==> src/rtl/seq_det_ctrl.sv <==
// Programmable serial pattern detector: config handshake, session FSM, match counter.
// Optional bit-count timeout is built only when SEQ_DET_TIMEOUT_EN is defined.
module seq_det_ctrl #(
    parameter int PAT_W   = 4,
    parameter int LEN_W   = 3,
    parameter int CNT_W   = 8,
    parameter int TIMEOUT = 64
) (
    input  logic             clck,
    input  logic             rst_n,
    input  logic             cfg_valid,
    output logic             cfg_ready,
    input  logic [PAT_W-1:0] cfg_pattern,
    input  logic [LEN_W-1:0] cfg_len,
    input  logic             cfg_overlap,
    input  logic [CNT_W-1:0] cfg_limit,
    input  logic             start,
    input  logic             abort,
    input  logic             bit_valid,
    input  logic             bit_in,
    output logic             det_pulse,
    output logic [CNT_W-1:0] match_cnt,
    output logic             busy,
    output logic             done,
    output logic             timed_out,
    output logic [1:0]       state_dbg
);

    localparam logic [1:0] ST_IDLE = 2'd0;
    localparam logic [1:0] ST_RUN  = 2'd1;
    localparam logic [1:0] ST_DONE = 2'd2;

    logic [1:0]       state_q;
    logic [PAT_W-1:0] pat_q;
    logic [LEN_W-1:0] len_q;
    logic             ovl_q;
    logic [CNT_W-1:0] lim_q;
    logic [PAT_W-2:0] hist_q;
    logic [LEN_W-1:0] fill_q;
    logic [CNT_W-1:0] cnt_q;
    logic             det_q;

    logic [LEN_W-1:0] len_norm;
    logic [PAT_W-1:0] hist_nx;
    logic [PAT_W-1:0] mask;
    logic [LEN_W-1:0] fill_nx;
    logic [CNT_W-1:0] cnt_inc;
    logic             acc;
    logic             hit;
    logic             match;
    logic             last_match;
    logic             start_ok;
    logic             tmo_hit;

    // Config handshake: a transfer happens on a rising edge where cfg_valid && cfg_ready;
    // cfg_ready depends only on the state, never on cfg_valid.
    assign cfg_ready = (state_q != ST_RUN);
    assign busy      = (state_q == ST_RUN);
    assign done      = (state_q == ST_DONE);
    assign state_dbg = state_q;
    assign det_pulse = det_q;
    assign match_cnt = cnt_q;

    always_comb begin
        len_norm = cfg_len;
        if (cfg_len < LEN_W'(2)) begin
            len_norm = LEN_W'(2);
        end else if (cfg_len > LEN_W'(PAT_W)) begin
            len_norm = LEN_W'(PAT_W);
        end
    end

    always_comb begin
        mask = '0;
        for (int i = 0; i < PAT_W; i++) begin
            mask[i] = (i < int'(len_q));
        end
        hist_nx    = {hist_q, bit_in};
        fill_nx    = (fill_q >= len_q) ? len_q : fill_q + LEN_W'(1);
        hit        = (fill_nx == len_q) && (((hist_nx ^ pat_q) & mask) == '0);
        acc        = (state_q == ST_RUN) && bit_valid && !abort;
        match      = acc && hit;
        cnt_inc    = cnt_q + CNT_W'(1);
        last_match = match && (lim_q != '0) && (cnt_inc == lim_q);
        start_ok   = start && !abort && (state_q != ST_RUN);
    end

`ifdef SEQ_DET_TIMEOUT_EN
    localparam int TW = $clog2(TIMEOUT + 1);
    logic [TW-1:0] tmo_q;
    logic [TW-1:0] tmo_inc;
    logic          timed_q;

    assign tmo_inc   = tmo_q + TW'(1);
    // A match on the final allowed bit beats the timeout.
    assign tmo_hit   = acc && !hit && (tmo_inc == TW'(TIMEOUT));
    assign timed_out = timed_q;

    always_ff @(posedge clck) begin
        if (!rst_n) begin
            tmo_q   <= '0;
            timed_q <= 1'b0;
        end else if (abort) begin
            timed_q <= 1'b0;
        end else if (start_ok) begin
            tmo_q   <= '0;
            timed_q <= 1'b0;
        end else if (acc) begin
            tmo_q <= hit ? '0 : tmo_inc;
            if (tmo_hit) begin
                timed_q <= 1'b1;
            end
        end
    end
`else
    assign tmo_hit   = 1'b0;
    assign timed_out = 1'b0;
`endif

    always_ff @(posedge clck) begin
        if (!rst_n) begin
            state_q <= ST_IDLE;
        end else if (abort) begin
            state_q <= ST_IDLE;
        end else begin
            case (state_q)
                ST_IDLE: if (start) state_q <= ST_RUN;
                ST_RUN:  if (last_match || tmo_hit) state_q <= ST_DONE;
                ST_DONE: if (start) state_q <= ST_RUN;
                default: state_q <= ST_IDLE;
            endcase
        end
    end

    always_ff @(posedge clck) begin
        if (!rst_n) begin
            pat_q <= '0;
            len_q <= LEN_W'(2);
            ovl_q <= 1'b0;
            lim_q <= '0;
        end else if (cfg_valid && cfg_ready) begin
            pat_q <= cfg_pattern;
            len_q <= len_norm;
            ovl_q <= cfg_overlap;
            lim_q <= cfg_limit;
        end
    end

    always_ff @(posedge clck) begin
        if (!rst_n) begin
            hist_q <= '0;
            fill_q <= '0;
            cnt_q  <= '0;
            det_q  <= 1'b0;
        end else begin
            det_q <= match;
            if (start_ok) begin
                hist_q <= '0;
                fill_q <= '0;
                cnt_q  <= '0;
            end else if (acc) begin
                hist_q <= hist_nx[PAT_W-2:0];
                // Non-overlapping mode restarts the fill so the next match needs a full new pattern.
                fill_q <= (hit && !ovl_q) ? '0 : fill_nx;
                if (hit && !(&cnt_q)) begin
                    cnt_q <= cnt_inc;
                end
            end
        end
    end

endmodule

==> config.mk <==
export PLATFORM = sky130hd
export DESIGN_NAME = seq_det_ctrl
export DESIGN_NICKNAME = d
export VERILOG_FILES = /design/src/rtl/seq_det_ctrl.sv
export SDC_FILE = /design/constraint.sdc
export NUM_CORES = 1
export LEC_CHECK = 0
export ABC_AREA = 1
export BUFFER_PORTS_ARGS = -buffer_cell sky130_fd_sc_hd__buf_2
export CAP_MARGIN = 25
export CORE_MARGIN = 4
export CORE_UTILIZATION = 54
export DETAILED_ROUTE_END_ITERATION = 6
export HOLD_SLACK_MARGIN = 0.08
export MAX_ROUTING_LAYER = met4
export PLACE_DENSITY = 0.79
export SKIP_CTS_REPAIR_TIMING = 1
export SLEW_MARGIN = 10
export SYNTH_ARGS = -nofsm -noshare
export SYNTH_HDL_FRONTEND = slang
export SYNTH_SLANG_ARGS = --single-unit
export TNS_END_PERCENT = 50
==> constraint.sdc <==
create_clock -name clck -period 2.5 [get_ports clck]
set_input_delay 0.5 -clock clck [delete_from_list [all_inputs] [get_ports clck]]
set_output_delay 0.5 -clock clck [all_outputs]
set_load 0.01 [all_outputs]
# ---- Yosys cells after proc, flatten, opt, wreduce, memory -nomap -nowiden
# Index checks and enable logic that the tools add are counted.
# Widths: inputs -> output; s select.
dict set report totals {
  reg_bits 33
  inputBits 23
  out_inout_bits 15
  word_cells 58
}
dict set report op_classes {
  add_sub_neg 2
  magnitude_cmp 7
  eq_ne 7
  mux 7
  n_bitwise 3
  n_reduce_logical 23
}
# cell count
set op_table {}
lappend op_table {{$mux 3} 4}
lappend op_table {{$logic_and 1x1->1} 11}
lappend op_table {{$add 8x1->8 const B} 1}
lappend op_table {{$eq 8x8->1} 1}
lappend op_table {{$reduce_and 8->1} 1}
lappend op_table {{$reduce_bool 8->1} 1}
lappend op_table {{$lt 1x3->1 const A} 2}
lappend op_table {{$lt 2x3->1 const A} 2}
lappend op_table {{$ne 2x1->1 const B} 3}
lappend op_table {{$reduce_or 2->1} 3}
lappend op_table {{$and 4x4->4} 1}
lappend op_table {{$logic_not 4->1} 1}
lappend op_table {{$mux 2} 2}
lappend op_table {{$pmux 2 s2} 1}
lappend op_table {{$reduce_and 2->1} 2}
lappend op_table {{$xor 4x4->4} 1}
lappend op_table {{$add 3x1->3 const B} 1}
lappend op_table {{$eq 3x3->1} 1}
lappend op_table {{$ge 3x3->1} 1}
lappend op_table {{$gt 3x3->1 const B} 1}
lappend op_table {{$logic_not 1->1} 3}
lappend op_table {{$lt 3x2->1 const B} 1}
lappend op_table {{$eq 2x1->1 const B} 1}
lappend op_table {{$eq 2x2->1 const B} 1}
lappend op_table {{other kinds (2)} 2}

# ---- Longest topological paths before layout
# Gate-level depths: netlist of run 1.
dict set report logic_depth {
  ltp_word 9
  mapped_depth 14
}

# ---- Worst setup path before layout of run 1
# No wires, ideal clock.
dict set report synth_path {
  kind {register to register}
  startpoint {reg len_q[2]}
  endpoint {reg state_q[1], in the netlist state_dbg[1]}
  setup_time_ps 112
  arrival_ps 1652
  required_time_ps 2388
  path_slack_ps 736
  path_stages_with_launch 13
  period_less_slack_ps 1764
  path_cell_list {dfxtp_1 -> inv_2 -> ha_1 -> a21oi_1 -> nand2_2 -> nor2_2 -> nand2_1 -> nand2_1 -> nor2_2 -> nand3_1 -> nor2_1 -> nor2_1 -> nor2_1}
}
dict set report synth_via {
  elab_chain_cells 9
}
# item line
set synth_lines {}
lappend synth_lines {{start: declaration} 35} ;# logic [LEN_W-1:0] len_q;
lappend synth_lines {{start signal: assignment} 143} ;# len_q <= len_norm;
lappend synth_lines {{$ge 3x3->1, or another cell as far along} 79} ;# fill_nx = (fill_q >= len_q) ? len_q : fill_q + LEN_W'(1);
lappend synth_lines {{$mux 3 or $and 4x4->4 (tied branches)} {79, 80}}
lappend synth_lines {{$eq 3x3->1 or $logic_not 4->1 (tied branches)} 80} ;# hit = (fill_nx == len_q) && (((hist_nx ^ pat_q) & mask) == '0);
lappend synth_lines {{$logic_and 1x1->1 (*)} 80}
lappend synth_lines {{$logic_and 1x1->1 (*)} 82} ;# match = acc && hit;
lappend synth_lines {{$logic_and 1x1->1 (*) (2 in a row)} 84} ;# last_match = match && (lim_q != '0) && (cnt_inc == lim_q);
lappend synth_lines {{$ne 2x1->1 (no source line) (*)} --}
lappend synth_lines {{$reduce_and 2->1 (no source line) (*)} --}
lappend synth_lines {{end signal: assignment} 122} ;# state_q <= ST_IDLE;
lappend synth_lines {{end signal: assignment} 124} ;# state_q <= ST_IDLE;
lappend synth_lines {{end signal: assignment} 127} ;# ST_IDLE: if (start) state_q <= ST_RUN;
lappend synth_lines {{end: declaration} 33} ;# logic [1:0] state_q;
# Every way passes the cells marked *; elsewhere a longest branch is shown, timed or not.
# A chain may end at the register's enable or synchronous reset.

# ---- Worst setup path after layout of run 1
# Ends and elaborated chain as after synthesis.

==> results of run 1 <==
-- worst min path at each step --
| stage | end | start | depth (start not counted) | slack [ns] |
|---|---|---|---|---|
| 3_3_place_gp | hist_q[2] | hist_q[2] | 2 | 0.46 |
| 3_5_place_dp | ovl_q | ovl_q | 2 | 0.47 |
| 5_1_grt | len_q[0] | cfg_len[0] | 3 | 0.42 |
| 4_1_cts | pat_q[2] | cfg_pattern[2] | 3 | 0.41 |
| 6_report | pat_q[2] | cfg_pattern[2] | 3 | 0.41 |
| 2_1_floorplan | ovl_q | ovl_q | 2 | 0.43 |
-- routing by layer --
layer,vias to the layer above,wire [µm],part of all wire (%),GRT usage (%)
li1,993,-,-,-
met1,786,2220,52,30.5
met2,55,1690,40,31.4
met3,6,286,6.8,5.06
met4,0,36,0.85,4.57
met5,-,0,0,-
-- power groups by stage --
stage,logic [mW],clock network [mW],registers [mW]
6_report,0.158,0.392,0.562
5_1_grt,0.184,0.419,0.565
4_1_cts,0.158,0.396,0.562
3_5_place_dp,0.158,0,0.574
3_3_place_gp,0.154,0,0.574
2_1_floorplan,0.114,0,0.571
-- tightest hold or removal path: stages --
cell     delay (ns)
buf_2          0.07
o21ai_0        0.07
nor2_1         0.08
-- cell type report --
cell class	instances	area (µm²)	area share (%)
multi-input combinational	200	983	46.0
sequential	33	661	30.9
timing repair buffer	38	195	9.13
inverter	45	171	8.02
tap	44	55.1	2.57
clock buffer	5	37.5	1.76
clock inverter	2	35.0	1.64
-- kinds of logic (layout without fill, tap and decap cells) --
group / count (synthesis) / after routing / share of synthesized area (%)
AOI/OAI and AO/OA: 53 / 53 / 15.0
and+or+nand+nor: 136 / 136 / 32.2
adders and majority gates: 5 / 5 / 3.38
buffers and inverters: 52 / 90 / 11.2
DFF: 33 / 33 / 35.7
other: 1 / 1 / 0.203
xor gates and xnor gates: 5 / 5 / 2.37
-- placed cells by master, fill, tap and decap left out, drive strengths merged --
cell    instances
xor2            3
inv            43
nor2           26
o21bai          2
bufinv          1
nor3            2
xnor2           2
conb            1
dfxtp          33
clkinv          3
o21ai          20
a31oi           2
nand4           8
clkbuf          5
nand2          78
nand3          22
o211ai          2
a21oi          27
ha              5
buf            38
-- state kept, by name (all words and copies together), names as in the netlist --
signal and flops:
match_cnt 8, ovl_q 1, fill_q 3, lim_q 8, pat_q 4, len_q 3
det_pulse 1, hist_q 3, state_dbg 2
-- stage by stage --
step,hold slack [ns],setup slack [ns],utilization (%)
5_1_grt,0.418,0.256,67.8
2_1_floorplan,0.430,0.736,-
6_report,0.409,0.474,67.8
3_5_place_dp,0.466,0.509,65.5
3_3_place_gp,0.458,0.578,65.5
4_1_cts,0.406,0.488,67.8
==> run_results.csv, run 1 <==
group,metric,value,unit
outcome,status,"finished, final reports clean",
power,p_per_area,520,nW/µm²
worst_setup_path,crit_type,"reg2reg",
synthesis,synth_commonest_cells,"nand2_1, inv_1, dfxtp_1",
final_layout,final_cell_area,2140,µm²
power,p_int,811,µW
synthesis,yosysSeqAreaShare,35.7,%
synthesis,yosys.cell_count.top_type,"nand2_1",
synthesis,ys_warn_count,0,
synthesis,synth_cell_types,27,
grt,antenna_found_initial,0,
worst_setup_path,r2r_end,"state_dbg[1]",
power,seqPwrFrac,50.6,%
drt,routedWlPerCell,11.5,µm
timing,hold_violations,0,
drt,antenna_left,0,
worst_setup_path,rrSetupSlack,0.47,ns
grt,grt_usage,21.6,%
worst_setup_path,start_kind,"flip-flop",
power,p_clk_share,35.2,%
timing,slew_viol_final,0,
placement,place_area,2070,µm²
die,dieArea,4430,µm²
final_layout,drive_gt1_share,17.0,%
synthesis,avgSynthCellArea,6.49,µm²
worst_setup_path,crit_family,"simple AND/OR/NAND/NOR gates",
clocking,cts_tree,"built",
timing,skew,0.00530,ns
clocking,clockBufferDepth,2,
timing,rsz0062_at_grt,"no",
clocking,clkTransAtPathRegs,0.11,ns
die,die_h,66.5,µm
synthesis,async_flop_share,0,%
power,combPwrFrac,14.2,%
drt,drc_errors,0,
clocking,cts_buffers,5,
grt,grt_pass1_wl,7.29,mm
synthesis,synthFlopType,"dfxtp_1",
worst_setup_path,slowest_stage,"dfxtp_1",
clocking,h-tree-depth,2,
power,power.leakage,1.08,nW
clocking,root_buffer,"clkbuf_4",
synthesis,synth.area.top_cells,"dfxtp_1, nand2_1, inv_1, a21oi_1, nand3_1",
worst_setup_path,critical-path-max-stage-delay,0.38,ns
placement,portBuffers,36,
grt,grt_pass1_vias,1703,
final_layout,finish.cell_count_without_fillers,367,
worst_setup_path,r2r-start,"len_q[2]",
power,switchingPower,301,µW
die,ioPinCount,38,
worst_setup_path,worst-path-stages,12,
worst_setup_path,crit_start,"len_q[2]",
final_layout,insertedDiodeCount,0,
min_path,hold_class,"in2reg",
synthesis,synth-edff-count,0,
grt,grt_max_degree,17,
timing,max_freq,494,MHz
worst_setup_path,crit_arrival,2.27,ns
final_layout,areaGrowthSynthToFinish,15.6,%
timing,setup_tns,0,ns
synthesis,netlist.area_leader.share,35.7,%
power,p_total,1.11,mW
die,fp.coreArea,3150,µm²
synthesis,synth_area,1850,µm²
die,die_w,66.5,µm
clocking,clock_latency,0.34,ns
drt,initialDrtViolationCount,133,
worst_setup_path,critPathMaxFanout,7,
worst_setup_path,crit_top_cell,"nor2_1",
worst_setup_path,worst-path-buf-inv,1,
worst_setup_path,crit_end,"state_dbg[1]",
synthesis,syn_nets,313,
timing,setup_violations,0,
grt,overflow,0,
worst_setup_path,crit_required,2.75,ns
timing,fin_crit_sh,81.0,%
drt,firstDrtPassIters,5,
worst_setup_path,path_cells,"inv_2, ha_1, a21oi_1, nand2_2, nor2_2, nand2_1, nand2_1, nor2_2, nand3_1, nor2_1, nor2_1, nor2_1",
synthesis,syn_inst,285,
timing,fin_crit,2.03,ns
drt,wirelength,4.24,mm
die,rows,20,
worst_setup_path,rr_worst_depth,12,
drt,via_per_inst,5.01,
final_layout,finalNetCount,351,
run,max_cap_violations,0,
power,sw_frac_of_total,27.0,%
final_layout,fill_cells,291,
placement,gp_congestion,0.868,
die,initial_core_util,58.7,%
clocking,cts.sinks,33,
drt,routed-via-count,1840,
power,ir_drop,346,µV
placement,hpwl,3.20,mm
synthesis,ys_ff_latch,33,
worst_setup_path,cp-end-kind,"flip-flop",
synthesis,synth_top_area_cell,"dfxtp_1",
placement,dp_cells,360,
No activity file was read; power rests on OpenSTA's default activity.
==> run 2: changes to the inputs <==
Clock period 2.5 ns to 1.9 ns, I/O delays scaled along.
==> run 2 against run 1 <==
Clock skew rose by 0.0034 ns. Core utilization grew 5.2 points. Critical path depth increased by 2. Setup slack lost 0.39 ns. Maximum frequency rose by 11%. Clock power increased by 32%. Sequential cell count is the same. Wire length grew 8.2%. First-iteration DRC count is 7.5% higher. Non-clock buffer count is 11 higher. Cell area rose by 7.7%.
==> run_results.csv, run 2 (same netlist as run 1, synthesis figures left out) <==
group,metric,value,unit
outcome,status,"finished, final reports clean",
drt,met2_length,1.88,mm
grt,grt_pass1_vias,1628,
grt,grt_pass1_wl,7.25,mm
die,dieArea,4430,µm²
final_layout,finalNetCount,362,
min_path,hold_class,"in2reg",
worst_setup_path,start_kind,"flip-flop",
final_layout,insertedDiodeCount,0,
die,die_w,66.5,µm
final_layout,drive_gt1_share,24.3,%
worst_setup_path,crit_top_cell,"nand2_2",
timing,fin_crit_sh,95.8,%
worst_setup_path,path_cells,"inv_1, ha_1, inv_1, nand2_1, nand2_2, nand2_4, inv_2, nand3_2, nand2_2, nor2_4, nand4_4, clkinv_4, nand2_2, a21oi_2",
drt,initialDrtViolationCount,143,
drt,wirelength,4.59,mm
drt,antenna_left,0,
placement,portBuffers,36,
timing,whs,0.278,ns
power,power.leakage,1.14,nW
worst_setup_path,worst-path-buf-inv,4,
clocking,clkTransAtPathRegs,0.11,ns
clocking,cts_buffers,5,
timing,fin_ws,0.0793,ns
die,ioPinCount,38,
worst_setup_path,crit_type,"reg2reg",
final_layout,areaGrowthSynthToFinish,24.4,%
grt,overflow,0,
timing,fin_crit,1.82,ns
clocking,clock_latency,0.34,ns
drt,routed-via-count,1929,
clocking,cts_tree,"built",
power,p_per_area,656,nW/µm²
worst_setup_path,critPathMaxFanout,8,
power,ir_drop,405,µV
timing,max_freq,549,MHz
die,rows,20,
drt,met1_length,2.28,mm
worst_setup_path,crit_arrival,2.11,ns
drt,met3_length,342,µm
placement,place_ws,0.00117,ns
die,die_h,66.5,µm
timing,slew_viol_final,0,
power,p_total,1.51,mW
grt,grt_usage,22.1,%
clocking,h-tree-depth,2,
placement,gp_congestion,0.853,
clocking,cts.sinks,33,
worst_setup_path,critical-path-max-stage-delay,0.35,ns
die,fp.coreArea,3150,µm²
placement,hpwl,3.35,mm
clocking,clockBufferDepth,2,
die,initial_core_util,58.7,%
timing,skew,0.00868,ns
clocking,root_buffer,"clkbuf_4",
worst_setup_path,crit_required,2.19,ns
worst_setup_path,crit_family,"simple AND/OR/NAND/NOR gates",
final_layout,layout_common_cells,"nand2_1, inv_1, buf_2",
drt,firstDrtPassIters,4,
drt,drc_errors,0,
final_layout,layout_commonest_cell,"nand2_1",
timing,setup_violations,0,
run,max_cap_violations,0,
final_layout,fill_cells,272,
timing,hold_violations,0,
grt,grt_max_degree,17,
worst_setup_path,cp-end-kind,"flip-flop",
drt,top_layer,"met4",
worst_setup_path,slowest_stage,"dfxtp_2",
grt,antenna_found_initial,0,
drt,routedWlPerCell,12.1,µm
drt,via_per_inst,5.10,
run 2: cell types whose count changed in the layout (fill, tap and decap cells not counted), sizes merged:
cell / change
buf: +11
clkinv: +1
inv: -1
run 2: routing by layer:
metal / GRT usage, % / vias to the layer above
met3: 4.55 / 8
met1: 31.6 / 837
met5: - / -
li1: - / 1012
met2: 30.2 / 72
met4: 8.12 / 0
run 2: cell type report:
type / instances / area, µm² / share of cell area [%]
tap: 44 / 55.1 / 2.39
timing repair buffer: 49 / 278 / 12.1
multi-input combinational: 200 / 1060 / 46.0
inverter: 45 / 174 / 7.55
clock buffer: 5 / 37.5 / 1.63
clock inverter: 2 / 35.0 / 1.52
sequential: 33 / 664 / 28.9
run 2: worst register-to-register path: cells and delay by family, from the launching register on:
kind	cells	cell delay [ns]
compound gates	1	0.12
fa+ha+maj	1	0.27
buf+inv	4	0.29
flops	1	0.35
simple gates	8	0.74
run 2: path summary, 6_finish.rpt:
| path | startpoint | endpoint | slack [ns] | cells after the start |
|---|---|---|---|---|
| worst max-delay path | fill_q[0] | match_cnt[1] | 0.08 | 14 |
| worst min-delay path | cfg_pattern[1] | pat_q[1] | 0.28 | 3 |
| worst max register to register | fill_q[0] | match_cnt[1] | 0.08 | 14 |
| worst min register to register | hist_q[2] | hist_q[2] | 0.48 | 2 |
run 2: per-stage QoR:
step	std cells	utilization, %	cell area, µm²	setup TNS, ns
3_3_place_gp	368	67.4	2130	0
3_5_place_dp	368	67.4	2130	0
4_1_cts	375	69.7	2200	-0.0222
5_1_grt	378	73.0	2300	-0.224
6_report	378	73.0	2300	0
2_1_floorplan	285	-	1850	0
run 2: power by group:
group	total, mW	internal [mW]	leakage (nW)	switching, mW
clock network	0.519	0.268	0.0410	0.251
registers	0.739	0.721	0.270	0.0177
logic	0.252	0.102	0.830	0.149
==> run 3: changes to the inputs <==
Settings changed: CORE_UTILIZATION 54 to 55, MAX_ROUTING_LAYER met4 to unset, PLACE_DENSITY 0.79 to 0.8.
Clock period 1.9 ns to 2.1 ns, I/O delays scaled along.
==> run 3 against run 2 <==
Register-to-register slack better by 0.10 ns. Sequential power down 9.5%. Via count down 3.1%. Total power down 20%. Cell count down 1.9%. Cell area down 5.9%. Count of clock-buffer cells in the layout up 1. Critical path type unchanged. Largest power group unchanged. Highest routed layer unchanged.
==> run_results.csv, run 3 (same netlist as run 1, synthesis figures left out) <==
group,metric,value,unit
outcome,status,"finished, final reports clean",
drt,initialDrtViolationCount,138,
grt,grt_max_degree,17,
drt,antenna_left,0,
clocking,h-tree-depth,2,
min_path,whs_endpoint,"pat_q[1]",
timing,rsz0062_at_grt,"no",
final_layout,seq_area,663,µm²
clocking,clockBufferDepth,2,
power,power.leakage,1.09,nW
placement,portBuffers,36,
min_path,min_from,"cfg_pattern[1]",
worst_setup_path,crit_type,"reg2reg",
timing,fin_crit,1.92,ns
final_layout,final_cell_area,2170,µm²
worst_setup_path,r2r-start,"len_q[2]",
die,die_h,66.0,µm
min_path,whs_path_depth,3,
placement,place_area,2090,µm²
drt,wirelength,4.21,mm
min_path,hold_class,"in2reg",
final_layout,finish.cell_count_without_fillers,371,
placement,place_ws,0.114,ns
final_layout,multiInputGateArea,1010,µm²
drt,via_per_inst,5.04,
final_layout,layout_commonest_cell,"nand2_1",
worst_setup_path,critPathMaxFanout,8,
clocking,cts.sinks,33,
final_layout,areaGrowthSynthToFinish,17.0,%
grt,grt.busiest_layer,"met2",
grt,grt_usage,21.0,%
timing,fin_ws,0.180,ns
worst_setup_path,cp-end-kind,"flip-flop",
final_layout,finalNetCount,354,
grt,grtUsageMet3,5.61,%
final_layout,fill_cells,295,
grt,grt_pass1_vias,1643,
power,p_per_area,561,nW/µm²
final_layout,drive_gt1_share,19.6,%
timing,slew_viol_final,0,
placement,gp_congestion,0.897,
timing,fin_crit_sh,91.4,%
timing,whs,0.319,ns
grt,gr-usage-met2,31.0,%
grt,overflow,0,
die,fp.coreArea,3130,µm²
worst_setup_path,r2r_end,"match_cnt[0]",
worst_setup_path,rr_worst_depth,14,
grt,met1_usage,29.0,%
worst_setup_path,crit_required,2.38,ns
drt,routedWlPerCell,11.3,µm
power,ir_drop,453,µV
worst_setup_path,crit_arrival,2.20,ns
clocking,cts_tree,"built",
timing,hold_violations,0,
placement,hpwl,3.20,mm
timing,max_freq,521,MHz
die,die_w,66.0,µm
clocking,clkTransAtPathRegs,0.10,ns
die,initial_core_util,59.2,%
timing,skew,0.00159,ns
grt,grt_pass1_wl,7.11,mm
drt,routed-via-count,1870,
drt,firstDrtPassIters,4,
final_layout,insertedDiodeCount,0,
drt,drc_errors,0,
final_layout,layout_common_cells,"nand2_1, inv_1, buf_2",
clocking,clock_latency,0.34,ns
timing,setup_violations,0,
clocking,root_buffer,"clkbuf_4",
placement,dp_cells,363,
die,ioPinCount,38,
timing,setup_tns,0,ns
clocking,cts_buffers,5,
run,max_cap_violations,0,
die,rows,20,
die,dieArea,4360,µm²
worst_setup_path,rrSetupSlack,0.18,ns
final_layout,post-route-util,69.2,%
grt,antenna_found_initial,0,
worst_setup_path,start_kind,"flip-flop",
power,p_total,1.21,mW
==> run 3: power breakdown <==
group / switching [mW] / internal [mW]
sequential: 0.0166 / 0.652
combinational: 0.119 / 0.0769
clock: 0.222 / 0.127
total: 0.358 / 0.856
==> run 3: layout make-up <==
cell class | instances | area share (%)
well taps | 44 | 2.54
clock inverters | 2 | 0.462
flip-flops and latches | 33 | 30.6
inverters | 45 | 7.91
multi-input cells | 200 | 46.5
repair buffers | 41 | 10.1
clock buffers | 6 | 1.91
==> run 3: worst max path at each step <==
stage	startpoint	endpoint	slack (ns)	cells past startpoint
floorplan	len_q[2]	state_dbg[1]	0.34	12
detailed placement	fill_q[0]	state_dbg[0]	0.11	13
finish	len_q[2]	match_cnt[0]	0.18	14
CTS	len_q[2]	state_dbg[1]	0.08	12
global route	len_q[2]	fill_q[2]	0.006	13
global placement	fill_q[0]	state_dbg[0]	0.17	13
==> run 3: critical path, stage by stage, from the launching register on <==
cell and delay, ns:
dfxtp_2 0.36, inv_2 0.07, ha_1 0.31, nand2_1 0.06
clkinv_1 0.05, nand2_2 0.07, nand2_4 0.11, inv_2 0.05
nand3_1 0.06, nand2_1 0.08, nor2_4 0.16, nand4_4 0.17
inv_4 0.14, nand2_1 0.06, a21oi_1 0.11
==> run 3: routing by layer <==
layer / wire length (µm) / part of all wire (%)
met5: 0 / 0
met3: 335 / 8.0
met2: 1740 / 41
met1: 2060 / 49
met4: 70 / 1.7
